### config.mk
export PLATFORM = sky130hd
export DESIGN_NAME = mem
export DESIGN_NICKNAME = d
export VERILOG_FILES = /design/src/rtl/mem.sv
export SDC_FILE = /design/constraint.sdc
export NUM_CORES = 2
export LEC_CHECK = 0
export ABC_AREA = 1
export CORE_UTILIZATION = 45
export DETAILED_ROUTE_END_ITERATION = 10
export PLACE_DENSITY_LB_ADDON = 0.2
export SLEW_MARGIN = 25
export SYNTH_ARGS = -nofsm -noshare
export SYNTH_HDL_FRONTEND = slang
export SYNTH_SLANG_ARGS = --single-unit
### constraint.sdc
create_clock -name clk -period 228.8 [get_ports clk]
set_input_delay 45.76 -clock clk [delete_from_list [all_inputs] [get_ports clk]]
set_output_delay 45.76 -clock clk [all_outputs]
set_load 0.05 [all_outputs]
### src/rtl/mem.sv
// 32 x 64-bit flip-flop register file with a single shared address and a
// write/read mode select. Read is combinational; the whole array clears on reset.
module mem #(
    parameter int DATA_W = 64,
    parameter int ADDR_W = 5,
    parameter int DEPTH  = 32
) (
    input  logic              clk,
    input  logic              reset,
    input  logic              mode,
    input  logic [ADDR_W-1:0] addr,
    input  logic [DATA_W-1:0] data_in,
    output logic [DATA_W-1:0] data_out
);

    logic [DATA_W-1:0] mem_r [DEPTH];
    logic              wr_en_s;
    logic [DATA_W-1:0] rd_data_s;

    // An unknown mode must never write, so enable only on an exact 0.
    assign wr_en_s = (mode === 1'b0);

    // Storage array: async clear, single write port on the rising edge.
    always_ff @(posedge clk or posedge reset) begin
        if (reset) begin
            for (int i = 0; i < DEPTH; i++) begin
                mem_r[i] <= '0;
            end
        end else if (wr_en_s) begin
            mem_r[addr] <= data_in;
        end
    end

    // Read mux: zero during reset and write cycles, selected word otherwise.
    always_comb begin
        rd_data_s = '0;
        if (reset) begin
            rd_data_s = '0;
        end else if (wr_en_s) begin
            rd_data_s = '0;
        end else begin
            rd_data_s = mem_r[addr];
        end
    end

    assign data_out = rd_data_s;

endmodule

==> impl_results.md <==
- Outcome: complete, no violations
- Clock Latency Late Sink: 0.86 ns
- Drt total wl: 317 mm
- Hpwl dp: 163 mm
- Largest net degree at the start of global routing: 200
- Post-synthesis cell type count: 17
- Postcts setup bufs: 0
- Register area share after synthesis: 54.1%
- CP Launch Point: addr[0]
- Post-cts resize count: 0
- Worst Setup Start Kind: input port
- CP required: 183.04 ns
- Mapped Area: 0.0947 mm2
- Routed WL per cell: 20.9 um
- Vias/cell: 5.43
- Initial core utilization: 45.2%
- PortBufs: 135
- Synth-to-layout area growth: 9.77%
- FILL cells: 20600
- Global-route usage over all layers: 29.9%
- FF-to-FF End: mem_r[1117]$_DFFE_PP0P_
- CTS Buffer Depth: 3
- Synth warn: 0
- Syn Nets: 12800
- Number of global-route vias before repair: 77900
- Pwr Density: 9.26 mW/mm2
- Area after DPL: 0.0967 mm2
- Cells after synthesis: 12700
- CTS tree: yes
- Largest cells by area after synthesis: dfrtp_1 (54%), nand2_1 (28%), o21ai_0 (9.1%)
- Most frequent cell after synthesis: nand2_1
- Max-Cap Viols: 0
- Multi-input gate area: 0.0392 mm2
- Fmax: 10.2 MHz
- Final Skew: 0 ns
- IO Count: 136
- CP max FO: 199
- Worst vdd ir: 9.05 uV
- Core box area: 0.209 mm2
- Setup violations, final: 0
- Total CTS buffers: 217
- Reg2reg path depth: 2
- Final-report max-slew violation count: 0
- Leak Pwr: 53.8 nW
- DRT antenna net count: 0
- Final hold violations: 0
- Worst Setup Path Type: in -> out
- Max-slew headroom: 20.6%
- Remaining DRCs: 0
- Row count: 168
- Clock Pin Slew Worst Setup and Hold Paths: 0.05 ns
- Worst Hold Class: reg -> reg
- Worst reg2reg setup slack: 228.05 ns
- Period minus WS final: 98.01 ns
- Die Y-Extent: 461 um
- First-pass GRT wire length: 486 mm
- Biggest registers after layout: mem_r x2048
- Reg with most FFs: mem_r
- Initial antenna violation count: 13
- Hold-fix buffers, CTS: 0
- Main synth FF type: dfrtp_1
- Synthesized flop and latch total: 2048
- DR iter-0 viols: 8756
- Design area: 0.104 mm2
- Overflow after GRT: 0
- Crit end category: output pin
- Nets: 12300
- Post-synth top area share: 54.1%
- Synth Area per Inst: 7.43 um2
- Asr flop ratio synth: 100%
- Total number of vias: 82400
- R2r startpoint: mem_r[1117]$_DFFE_PP0P_
- Die Width: 461 um
- Clock tree root buffer cell: clkbuf_16
- Post-synth EDFFs: 0
- RSZ-0062 raised after global routing: no
- H-tree levels: 4
- List of most frequent post-synthesis cells: nand2_1 (7132), dfrtp_1 (2048), o21ai_0 (1731)
- Slew @ Worst Pin: 1.19 ns
- Full die area: 0.212 mm2
- Setup TNS: 0 ns
- Critical Path AT: 52.25 ns
- Clk sinks: 2048
- Router iterations before antenna repair: 6
- Layout cells sized above 1: 4.14%
- Gpl congestion: 0.854
- Critical Path Sink: data_out[42]
- Reg area: 0.0512 mm2
- Tcrit/Tclk final: 42.8%
- Area leader, netlist: dfrtp_1
- Max reg flops: 2048
stage by stage:
step                utilization [%]  total power, mW  cells  setup slack [ns]  hold slack [ns]
floorplan                         -            0.580  12700             82.51            0.453
global placement               46.2            0.609  14800            130.84            0.465
detailed placement             46.2            0.616  14800            130.89            0.472
CTS                            49.6            0.967  15200            130.87            0.487
global route                   49.7             1.01  15200            130.52            0.494
finish                         49.7            0.962  15200            130.79            0.481
cells in the final DEF (no fill, tap or decap), types with 20 or more instances in the layout:
cell type / count
nand2_1: 7100
dfrtp_1: 2048
clkbuf_16: 220
clkinv_2: 20
buf_4: 105
o21ai_0: 1731
inv_1: 58
clkdlybuf4s50_1: 133
clkbuf_8: 61
clkbuf_1: 70
a21oi_1: 121
nand3_1: 128
o21ai_1: 263
nor2_1: 187
nand2_4: 27
routing by layer:
| metal | GRT usage, % | routed length (um) | up-vias |
|---|---|---|---|
| met1 | 40.6 | 135000 | 39900 |
| met4 | 11.8 | 12800 | 4 |
| met5 | 0 | 22 | - |
| met3 | 4.14 | 23100 | 587 |
| li1 | - | - | 38700 |
| met2 | 48.4 | 146000 | 3171 |
power breakdown:
part / switching [mW] / internal (mW)
sequential: 0.0355 / 0.430
combinational: 0.0924 / 0.0530
clock: 0.148 / 0.203
kinds of logic after synthesis:
group	after synthesis	share of synthesized area (%)
AO/OA/AOI/OAI	2117	11.2
AND/OR/NAND/NOR	7461	29.8
buffers and inverters	1118	4.86
flip-flops	2048	54.1
worst max-delay path, stage by stage:
cell	delay, ns
buf_8	0.44
buf_12	0.73
buf_4	0.90
buf_4	0.78
buf_4	0.75
buf_4	0.79
nand2_1	0.12
nand2_1	0.11
nand2_1	0.05
nand2_1	0.09
nand2_1	0.04
nand2_1	0.10
nor2_1	0.04
a21oi_1	0.37
clkdlybuf4s50_1	0.89
layout make-up:
| cell class | instances | share of cell area (%) |
|---|---|---|
| Sequential cell | 2048 | 49.3 |
| Timing Repair Buffer | 266 | 2.51 |
| Inverter | 75 | 0.295 |
| Clock inverter | 38 | 0.469 |
| Tap cell | 2805 | 3.38 |
| Multi-Input combinational cell | 9578 | 37.7 |
| Antenna cell | 8 | 0.0193 |
| Clock buffer | 351 | 6.35 |
how the worst min path moves through the flow:
stage / startpoint / end / slack [ns] / depth (start not counted)
global route: mem_r[1623]$_DFFE_PP0P_ / mem_r[1623]$_DFFE_PP0P_ / 0.49 / 2
detailed placement: mem_r[1157]$_DFFE_PP0P_ / mem_r[1157]$_DFFE_PP0P_ / 0.47 / 2
finish: mem_r[403]$_DFFE_PP0P_ / mem_r[403]$_DFFE_PP0P_ / 0.48 / 2
global placement: mem_r[1684]$_DFFE_PP0P_ / mem_r[1684]$_DFFE_PP0P_ / 0.47 / 2
floorplan: mem_r[1024]$_DFFE_PP0P_ / mem_r[1024]$_DFFE_PP0P_ / 0.45 / 2
CTS: mem_r[545]$_DFFE_PP0P_ / mem_r[545]$_DFFE_PP0P_ / 0.49 / 2
Power figures use the tool's default switching activity.
